--- src/rtl/rv_mem_bridge.sv ---
// rv_mem_bridge: single-outstanding bridge from the multicycle core to a
// req/ack memory with variable wait states, misalignment and timeout errors.
// Optional single-entry read buffer enabled by defining RV_MEMBRIDGE_RDBUF_EN.
module rv_mem_bridge #(
    parameter int unsigned     AW       = 32,
    parameter int unsigned     DW       = 32,
    parameter int unsigned     TIMEOUT  = 16,
    parameter logic [DW-1:0]   ERR_DATA = DW'(32'hDEAD_BEEF)
) (
    input  logic          clk,
    input  logic          rst,
    input  logic          core_req,
    input  logic          core_we,
    input  logic [AW-1:0] core_addr,
    input  logic [DW-1:0] core_wdata,
    output logic [DW-1:0] core_rdata,
    output logic          core_done,
    output logic          core_err,
    output logic          core_busy,
    output logic          mem_req,
    output logic          mem_we,
    output logic [AW-1:0] mem_addr,
    output logic [DW-1:0] mem_wdata,
    input  logic [DW-1:0] mem_rdata,
    input  logic          mem_ack
);

    localparam int unsigned CW = 8;

    typedef enum logic [1:0] {
        IDLE = 2'd0,
        REQ  = 2'd1,
        DONE = 2'd2
    } state_t;

    state_t        state, state_nx;
    logic [CW-1:0] cnt, cnt_nx;
    logic          err_nx;
    logic [DW-1:0] rdata_nx;
    logic          accept;

`ifdef RV_MEMBRIDGE_RDBUF_EN
    logic          buf_valid;
    logic [AW-1:0] buf_addr;
    logic [DW-1:0] buf_data;
    logic          buf_hit;

    assign buf_hit = buf_valid && !core_we && (buf_addr == core_addr);
`endif

    // State and timeout counter registers
    always_ff @(posedge clk) begin
        if (!rst) begin
            state <= IDLE;
            cnt   <= '0;
        end else begin
            state <= state_nx;
            cnt   <= cnt_nx;
        end
    end

    // Next-state, counter and completion values
    always_comb begin
        state_nx = state;
        cnt_nx   = cnt;
        err_nx   = 1'b0;
        rdata_nx = core_rdata;
        accept   = 1'b0;
        case (state)
            IDLE: begin
                if (core_req) begin
                    accept = 1'b1;
                    if (core_addr[1:0] != 2'b00) begin
                        state_nx = DONE;
                        err_nx   = 1'b1;
                        if (!core_we) rdata_nx = ERR_DATA;
                    end
`ifdef RV_MEMBRIDGE_RDBUF_EN
                    else if (buf_hit) begin
                        state_nx = DONE;
                        rdata_nx = buf_data;
                    end
`endif
                    else begin
                        state_nx = REQ;
                        cnt_nx   = '0;
                    end
                end
            end
            REQ: begin
                if (mem_ack) begin
                    state_nx = DONE;
                    if (!mem_we) rdata_nx = mem_rdata;
                end else begin
                    cnt_nx = cnt + CW'(1);
                    if (cnt == CW'(TIMEOUT - 1)) begin
                        state_nx = DONE;
                        err_nx   = 1'b1;
                        if (!mem_we) rdata_nx = ERR_DATA;
                    end
                end
            end
            DONE: state_nx = IDLE;
            default: state_nx = IDLE;
        endcase
    end

    // Registered outputs; memory-side fields double as the access latch
    always_ff @(posedge clk) begin
        if (!rst) begin
            core_rdata <= '0;
            core_done  <= 1'b0;
            core_err   <= 1'b0;
            core_busy  <= 1'b0;
            mem_req    <= 1'b0;
            mem_we     <= 1'b0;
            mem_addr   <= '0;
            mem_wdata  <= '0;
        end else begin
            core_rdata <= rdata_nx;
            core_done  <= (state_nx == DONE);
            core_err   <= err_nx;
            core_busy  <= (state_nx != IDLE);
            mem_req    <= (state_nx == REQ);
            if (accept) begin
                mem_we    <= core_we;
                mem_addr  <= {core_addr[AW-1:2], 2'b00};
                mem_wdata <= core_wdata;
            end
        end
    end

`ifdef RV_MEMBRIDGE_RDBUF_EN
    // Read buffer: filled by successful reads, dropped by any store
    always_ff @(posedge clk) begin
        if (!rst) begin
            buf_valid <= 1'b0;
            buf_addr  <= '0;
            buf_data  <= '0;
        end else if (accept && core_we) begin
            buf_valid <= 1'b0;
        end else if (state == REQ && mem_ack && !mem_we) begin
            buf_valid <= 1'b1;
            buf_addr  <= mem_addr;
            buf_data  <= mem_rdata;
        end
    end
`endif

endmodule

--- config.mk ---
export PLATFORM = sky130hd
export DESIGN_NAME = rv_mem_bridge
export DESIGN_NICKNAME = d
export VERILOG_FILES = /design/src/rtl/rv_mem_bridge.sv
export SDC_FILE = /design/constraint.sdc
export NUM_CORES = 1
export LEC_CHECK = 0
export BUFFER_PORTS_ARGS = -buffer_cell sky130_fd_sc_hd__buf_4
export CAP_MARGIN = 15
export CELL_PAD_IN_SITES_DETAIL_PLACEMENT = 1
export CELL_PAD_IN_SITES_GLOBAL_PLACEMENT = 2
export CORE_MARGIN = 1.5
export CORE_UTILIZATION = 23
export DETAILED_ROUTE_END_ITERATION = 8
export PLACE_DENSITY = 0.83
export SLEW_MARGIN = 20
export SYNTH_ARGS = -nofsm -noshare
export SYNTH_HDL_FRONTEND = slang
export SYNTH_SLANG_ARGS = --single-unit
--- constraint.sdc ---
create_clock -name clk -period 1.7 [get_ports clk]
set_clock_uncertainty 0.05 [all_clocks]
set_input_delay 0.17 -clock clk [delete_from_list [all_inputs] [get_ports clk]]
set_output_delay 0.17 -clock clk [all_outputs]
set_load 0.02 [all_outputs]
# Word level (Yosys, flattened, before mapping)
# Cells that the tools add are included.
# totals
memories	0
regBits	109
rom_bits	0
latchBits	0
word_cells	53
ram_bits	0
inputBits	101
# op_classes
div	0
add_sub_neg	1
magnitude_cmp	0
n_reduce_logical	6
n_bitwise	0
eq_ne	12
shift	0
multipliers	0
muxes	24
# ops
cell	count
2-to-1 mux 32 bit	7
case mux 32 bit (2 select lines)	1
2-to-1 mux 8 bit	3
case mux 8 bit (2 select lines)	1
!= test 2 bit (second input constant)	5
!= test 3 bit (second input constant)	3
adder 8 x 1 -> 8 bit (second input constant)	1
equality test 8 x 4 -> 1 bit (second input constant)	1
2-to-1 mux 2 bit	4
AND reduction 7 bit	1
2-to-1 mux 1 bit	6
nonzero test 2 bit	3
equality test 2 x 1 -> 1 bit (second input constant)	2
case mux 2 bit (2 select lines)	1
AND reduction 4 bit	1
equality test 2 bit (second input constant)	1
logical NOT 2 bit	1
case mux 1 bit (2 select lines)	1

# Logic depth before layout (Yosys ltp)
# Gate-level depths: netlist of run 1.
# logic_depth
word_depth	5
ltp_mapped	7
ltp_nobuf	5

# Least setup slack after synthesis of run 1
# Ideal clock, no wire load.
# synth_path
kind	reg-to-reg
startpoint	register state[0]
endpoint	register cnt[5]
setup_time_ns	0.071
stages_incl_launch_ff	5
n_path_buf	0
period_less_slack_ns	1.827
t_arrival_ns	1.707
required_time_ns	1.579
setup_slack_ns	-0.127
path_cell_list	dfxtp_1 or4b_4 a21o_4 or4_1 a21oi_1
# synth_via
elab_chain_cells	3
word_cells_on_any_way	8
cone_classes	eq/ne: 4; mux: 1; reduce/logical: 3
# synth_rtl
element	line_no	rtl
start, declared	36	state_t state, state_nx;
start signal, assigned	57	state <= state_nx;
equality test 2 x 1 -> 1 bit / logical NOT 2 bit (equally long branches)	69	case (state)
!= test 2 bit (no source line) / nonzero test 2 bit (equally long branches)	n/a	
AND reduction 4 bit (no source line)	n/a	
end signal, assigned	58	cnt <= cnt_nx;
end, declared	37	logic [CW-1:0] cnt, cnt_nx;
# Parallel ways exist; a longest one is shown, timed or not.
# A chain may end at the register's enable or synchronous reset.

# Worst setup path in the final report of run 1
# layout_path
startpoint	register state[0]
endpoint	register cnt[7]
# The elaborated chain is that of the path after synthesis.

==> results of run 1 <==
-- worst min-delay path, cell delays in order --
cell	delay (ns)
buf_4	0.11
nand2_1	0.05
a21boi_1	0.05
-- area by class of cell --
class                      count  share of cell area (%)
sequential                   109                   33.98
timing repair buffer         235                   29.66
multi-input combinational    282                   27.24
tap                          225                   4.382
clock buffer                  10                   3.564
clock inverter                 5                   1.052
inverter                       2                  0.1168
-- kinds of logic after synthesis --
kind of cell,after synthesis
and+or+nand+nor,159
AOI/OAI and AO/OA,116
DFF,109
buffers and inverters,36
xor gates and xnor gates,3
adders and majority gates,1
other,1
muxes,1
-- through the flow --
step | hold WS, ns | worst slack [ns] | cells | setup TNS (ns)
after global placement | 0.3336 | -0.1149 | 841 | -0.3265
after floorplan | 0.2458 | -0.1099 | 427 | -0.1261
final | 0.01339 | -0.09727 | 868 | -1.349
after global routing | -0.001370 | -0.1401 | 868 | -3.398
after CTS | 0.001290 | -0.1021 | 866 | -0.2649
after detailed placement | 0.3393 | -0.1129 | 841 | -2.203
-- flip-flops by register name, indices dropped and copies added (netlist names) --
register    count
state           2
core_busy       1
mem_wdata      32
core_err        1
core_done       1
mem_req         1
core_rdata     32
cnt             8
mem_we          1
mem_addr       30
-- synth_stat cells, drive strengths merged, types with 2 or more instances --
cell / instances
a21oi: 6
nor3b: 2
nor2: 7
clkbuf: 29
inv: 2
xnor2: 3
o21ai: 3
a21boi: 65
a211oi: 3
buf: 5
or4: 4
dfxtp: 109
o221a: 24
a32o: 8
nand3: 4
nand2: 131
o21a: 2
o31ai: 3
nor2b: 2
-- power by group through the flow --
stage	registers (mW)	logic, mW	clock network [mW]
6_report	2.80	1.12	2.14
5_1_grt	2.82	1.21	2.35
4_1_cts	2.80	1.11	2.24
3_5_place_dp	2.86	1.07	0
3_3_place_gp	2.85	1.04	0
2_1_floorplan	3.04	0.321	0
-- final timing paths --
path                     start     endpoint  slack [ns]  cells after the start
setup / recovery      state[0]       cnt[7]        -0.1                      4
hold / removal    core_addr[2]  mem_addr[2]        0.01                      3
setup reg to reg      state[0]       cnt[7]        -0.1                      4
hold reg to reg    mem_addr[7]  mem_addr[7]        0.41                      2
-- per-layer routing --
metal	track usage, %	part of all wire (%)
met2	25.09	51
met1	15.66	40
met5	0	0
met4	6.332	2.8
met3	3.891	6.7
-- placed cells by master, fill, tap and decap left out, types with 2 or more instances in the layout --
| cell type | n |
|---|---|
| nor3b_2 | 2 |
| dfxtp_1 | 108 |
| nand3_1 | 3 |
| o31ai_2 | 2 |
| dlygate4sd3_1 | 8 |
| conb_1 | 2 |
| nor2_1 | 7 |
| nand2_1 | 131 |
| a211oi_1 | 3 |
| o21a_1 | 2 |
| inv_6 | 2 |
| buf_4 | 218 |
| clkbuf_16 | 11 |
| o21ai_0 | 2 |
| a21oi_1 | 5 |
| o221a_1 | 24 |
| xnor2_1 | 3 |
| a32o_1 | 7 |
| or4_1 | 2 |
| a21boi_1 | 17 |
| a21boi_0 | 48 |
| or4_4 | 2 |
| nor2b_1 | 2 |
| inv_1 | 2 |
| buf_12 | 5 |
-- what timing repair did --
item,in CTS,in global routing
setup buffers,1,0
endpoints found under the setup margin,35,38
cloned,1,2
pin swaps,9,3
hold buffers,8,0
hold endpoints to repair,8,0
resized for setup,6,6
==> summary.md, run 1 <==
| Metric | Value |
|---|---|
| Row Count | `48` |
| Final Cycle Share | `105.7%` |
| Pint | `roughly 4.4 mW` |
| Leak pwr | `~2.8 nW` |
| Compound-Gate Fraction of Synth Area | `between 20% and 30%` |
| Clock tree root buffer cell | `clkbuf_16` |
| Type of origin of the critical path | `flop` |
| TritonRoute pass-1 iters | `4` |
| Area after DPL | `roughly 5900 um^2` |
| Netlist Area Pre-Place | `roughly 4000 um^2` |
| Layout cell share with drive strength beyond 1 | `39.97%` |
| Multiplexer area fraction after synthesis | `0.2491%` |
| Fillers | `roughly 2,000` |
| #FFs+latches synth | `109` |
| Largest cells by area after synthesis | `dfxtp_1 (54%), nand2_1 (12%), a21boi_0 (9.0%)` |
| Psw | `1.639 mW` |
| DRC viols | `0` |
| Max_slew headroom | `62.31%` |
| Clock Power Share | `35.3%` |
| Multi-input logic area | `1750 um^2` |
| Setup ws final | `-0.09727 ns` |
| Die Area | `~18,000 um^2` |
| Die W | `between 100 and 150 um` |
| WP buf/inv | `0` |
| Drt initial violations | `approximately 110` |
| Largest net degree at the start of global routing | `between 100 and 150` |
| Max VDD drop | `approximately 440 uV` |
| Failing checks | `setup timing` |
| CORE AREA | `17,180 um^2` |
| PortBufs | `roughly 200` |
| Final core utilization | `around 37%` |
| Final ANT Viol Nets | `0` |
| Slew @ Worst Pin | `0.5623 ns` |
| Vias per cell | `4.537` |
| RSZ-0062 raised after global routing | `yes` |
| Slew Viols, Final | `0` |
| Share of synthesized registers carrying an async set or reset | `0%` |
| Sequential share of power | `between 40% and 50%` |
| Synth area leader | `dfxtp_1` |
| Power per cell area | `roughly 940 nW/um^2` |
| Fin nets | `between 700 and 800` |
| Sequential area share after synthesis | `54.30%` |
| Vias in the first global route | `~4,000` |
| Max cap viols | `0` |
| Worst Path Required | `approximately 1.9 ns` |
| Critical Path Max Stage Delay | `around 0.5 ns` |
| Vias | `between 3,000 and 4,000` |
| Worst skew pair latency | `about 0.35 ns` |
| Post-route cell area | `6425 um^2` |
| Fraction of power spent switching nets | `27.00%` |
| Synth top area share | `a little over half` |
| Syn-to-layout area delta | `59.87%` |
| Mapped Cells | `426` |
| Simple-gate area share of the yosys netlist | `roughly 17%` |
| Routed wire per std cell | `15.36 um` |
| Kind of critical path | `flop to flop` |
| Yosys warns | `0` |
| Fmax | `556.4 MHz` |
| IO Pins | `a little over 200` |
| Main combinational cell family by area after synthesis | `compound AO/OA/AOI/OAI gates` |
| GP Congestion | `about 0.72` |
| Global-route wire length before repair | `~20 mm` |
| Tot GR Track Use | `14.11%` |
| Endpoint class of the critical path | `flop` |
| Synth Area in XOR/XNOR | `less than 1%` |
| CP arrival | `between 2 and 2.5 ns` |
| Total Power | `slightly above 6 mW` |
| Die Ht | `135.2 um` |
| CTS buffer count | `9` |
| Worst min path class | `input port to flop` |
| CP Max Fanout | `4` |
| Synth unique cells | `37` |
| ANT cells | `0` |
| Adder-Cell Fraction of Synth Area | `0.3113%` |
| Max Buffers Root-to-Sink | `2` |
| Clock sink total | `~110` |
| Syn_area_per_cell | `9.434 um^2` |
| Gr ovfl total | `0` |
| Detailed-route wire length | `13.34 mm` |
| Clk slew on worst S/H paths | `~0.080 ns` |
| TritonCTS clock tree | `yes` |
| Max stage delay cell, worst path | `or4_4` |
| Initial antenna violation count | `0` |
| Starting Density | `between 20% and 30%` |
| Comb power frac | `18.5%` |
| Final Setup Violations | `29` |
| Largest delay share family, worst path | `simple AND/OR/NAND/NOR gates` |
| Status | `finished with violations` |
| Htree depth | `3` |
| Most common flop cell mapped by yosys | `dfxtp_1` |
| Fin. Hold Viols | `0` |
| Hpwl dp | `9.205 mm` |
| Number of flops mapped to enable cells by yosys | `0` |
| Final min period | `approximately 1.8 ns` |
| Register area | `between 2000 and 2500 um^2` |
| Crit-path cells | `or4b_4, a21o_4, or4_4, a21oi_2` |
Power figures use the tool's default switching activity.
==> inputs of run 2 (changes only) <==
CORE_UTILIZATION = 24   (was 23)
CTS_BUF_LIST = sky130_fd_sc_hd__clkbuf_8   (was unset)
PLACE_DENSITY = 0.86   (was 0.83)
==> run 2 against run 1 <==
The flow still finishes with violations (setup timing). Worst setup slack worse by 0.022 ns. Clock-buffer cell count is 1 lower. Routed wire length is 18% higher. Sequential power hardly changed. Non-clock buffer count is 84 higher. Die area is 4.1% lower. Final area is 11% higher. Sequential cell count stayed put. Hold slack better by 0.0062 ns. First-iteration DRC count is 18% lower. Fmax is 1.2% lower. Cell count is 9.3% higher.
==> summary.md, run 2 (synthesis results as in run 1) <==
| Metric | Value |
|---|---|
| Fmax | `549.8 MHz (-1.2%)` |
| Detailed-route wire length | `15.71 mm (+18%)` |
| Slew Viols, Final | `0 (unchanged)` |
| Routed wire per std cell | `16.56 um (+7.8%)` |
| Worst R2R Setup Slack | `-0.12 ns (-0.02 ns)` |
| Global-route wire length before repair | `24.40 mm (+19%)` |
| IO Pins | `202 (unchanged)` |
| Failing checks | `setup timing` |
| Power per cell area | `787.3 nW/um^2 (-17%)` |
| Status | `finished with violations` |
| CP Max Fanout | `6 (+2)` |
| Commonest cells after routing, fill and taps aside | `buf_4 (218), nand2_1 (131), dfxtp_1 (107), dlygate4sd3_1 (93), a21boi_0 (48)` |
| Reg2reg start | `state[0]` |
| Fillers | `1,900 (-5.4%)` |
| Vias | `4,339 (+10%)` |
| Vias per cell | `4.572 (+0.78%)` |
| Tot GR Track Use | `17.57% (+3.5 points)` |
| Area after DPL | `5862 um^2 (-0.83%)` |
| GP Congestion | `0.7729 (+7.2%)` |
| CORE AREA | `16,470 um^2 (-4.1%)` |
| Fin nets | `825 (+11%)` |
| Max cap viols | `0 (unchanged)` |
| Clock tree root buffer cell | `clkbuf_8` |
| Worst path depth | `4 (unchanged)` |
| Die W | `132.4 um (-2.1%)` |
| Kind of critical path | `flop to flop` |
| Max Buffers Root-to-Sink | `2 (unchanged)` |
| Total Power | `5.615 mW (-7.5%)` |
| Commonest non-fill, non-tap cell in the layout | `buf_4` |
| Layout cell share with drive strength beyond 1 | `35.71% (-4.3 points)` |
| Clock sink total | `109 (unchanged)` |
| Hpwl dp | `9.481 mm (+3.0%)` |
| Setup ws final | `-0.1189 ns (-0.02164 ns)` |
| Largest net degree at the start of global routing | `101 (unchanged)` |
| WP buf/inv | `0 (unchanged)` |
| Worst Path Required | `1.95 ns (+0.02 ns)` |
| Htree depth | `3 (unchanged)` |
| Clk slew on worst S/H paths | `0.11 ns (+0.03 ns)` |
| Starting Density | `24.41% (+1.0 points)` |
| Die Area | `17,530 um^2 (-4.1%)` |
| Worst Hold Path EP | `mem_wdata[12]` |
| Worst skew pair latency | `0.37 ns (+0.02 ns)` |
| Largest delay share family, worst path | `simple AND/OR/NAND/NOR gates` |
| CP arrival | `2.07 ns (+0.04 ns)` |
| Leak pwr | `3.053 nW (+10%)` |
| Post-route cell area | `7132 um^2 (+11%)` |
| Worst min path class | `input port to flop` |
| Vias in the first global route | `4,725 (+18%)` |
| Final Setup Violations | `27 (-6.9%)` |
| HP Start | `core_wdata[12]` |
| Worst Hold Path Cells | `3 (unchanged)` |
| Slew @ Worst Pin | `0.5868 ns (+0.02456 ns)` |
| Die Ht | `132.4 um (-2.1%)` |
| Max stage delay cell, worst path | `or4b_4` |
| Gr ovfl total | `0 (unchanged)` |
| Max VDD drop | `375.7 uV (-15%)` |
| Final Cycle Share | `107.0% (+1.3 points)` |
| Endpoint class of the critical path | `flop` |
| TritonCTS clock tree | `yes` |
| DRC viols | `0 (unchanged)` |
| Initial antenna violation count | `1 (+1)` |
| Final ANT Viol Nets | `0 (unchanged)` |
| Drt initial violations | `87 (-18%)` |
| Max_slew headroom | `60.67% (-1.6 points)` |
| Top flop regs | `core_rdata x32, mem_wdata x32, mem_addr x30` |
| PortBufs | `199 (unchanged)` |
| Fin. Hold Viols | `0 (unchanged)` |
| Critical Path Max Stage Delay | `0.50 ns (about the same)` |
| Row Count | `47 (-2.1%)` |
| Final min period | `1.819 ns (+0.02164 ns)` |
| CTS buffer count | `9 (unchanged)` |
| TNS Setup | `-1.029 ns (+0.3192 ns)` |
| Final core utilization | `43.31% (+5.9 points)` |
| Pre-CTS WS | `-0.1453 ns (-0.03240 ns)` |
| Syn-to-layout area delta | `77.46%` |
| Type of origin of the critical path | `flop` |
| RSZ-0062 raised after global routing | `yes` |
| Crit-path cells | `or4b_4, a21o_4, or4_4, a21oi_2` |
| TritonRoute pass-1 iters | `4 (unchanged)` |
| Reg-to-Reg End | `cnt[6]` |
| Reg2Reg Depth | `4 (unchanged)` |
## run 2: changes by cell type in the layout (fill, tap and decap cells not counted), moves of 2 or more
cell / change
dlygate4sd3_1: +85
a211oi_1: -2
o31ai_2: -2
a211oi_2: +2
clkinv_4: +2
o31ai_1: +2
clkbuf_16: -10
clkbuf_8: +9
## run 2: worst max path at each step
stage                 startpoint  endpoint  slack, ns
floorplan               state[0]    cnt[7]      -0.11
global placement    core_addr[1]    cnt[7]      -0.13
detailed placement  core_addr[1]    cnt[7]      -0.15
CTS                     state[0]    cnt[6]      -0.07
global route            state[0]    cnt[6]      -0.13
finish                  state[0]    cnt[6]      -0.12
## run 2: cell type report
cell class	count	area [um^2]	area share, %
Timing Repair Buffer	319	2723	38.18
Tap cell	220	275.3	3.860
Clock inverter	7	58.81	0.8246
Inverter	2	7.507	0.1053
Clock buffer	9	123.9	1.737
Sequential cell	109	2185	30.63
Antenna cell	1	2.502	0.03509
Multi-Input combinational cell	282	1757	24.63
## run 2: power by group
part	switching (mW)	internal (mW)
Sequential	0.0929	2.71
Clock	0.951	0.555
Combinational	0.623	0.681
Total	1.67	3.95
## run 2: repair_timing
item / CTS / global route
gates cloned: 1 / 1
setup buffers: 3 / 3
gates resized for setup: 10 / 5
pin swaps: 5 / 11
hold endpoints to repair: 93 / 0
hold buffers: 93 / 0
endpoints found under the setup margin: 35 / 48
## run 2: per-layer routing
| layer | part of all wire, % | GRT usage (%) | wire [um] |
|---|---|---|---|
| met2 | 53 | 32.40 | 8361 |
| met4 | 3.8 | 9.096 | 595 |
| met3 | 4.3 | 3.960 | 681 |
| met5 | 0 | 0 | 0 |
| met1 | 39 | 18.66 | 6072 |
## run 2: tightest hold or removal path: cells and delay by family
family	cells	cell delay, ns
buf+inv	1	0.11
compound gates	1	0.07
simple gates	1	0.05
## run 2: stage by stage
step | std cells | hold slack, ns
floorplan | 427 | 0.2458
global placement | 832 | 0.3305
detailed placement | 832 | 0.3358
CTS | 945 | 0.001851
global route | 949 | 0.008443
finish | 949 | 0.01955
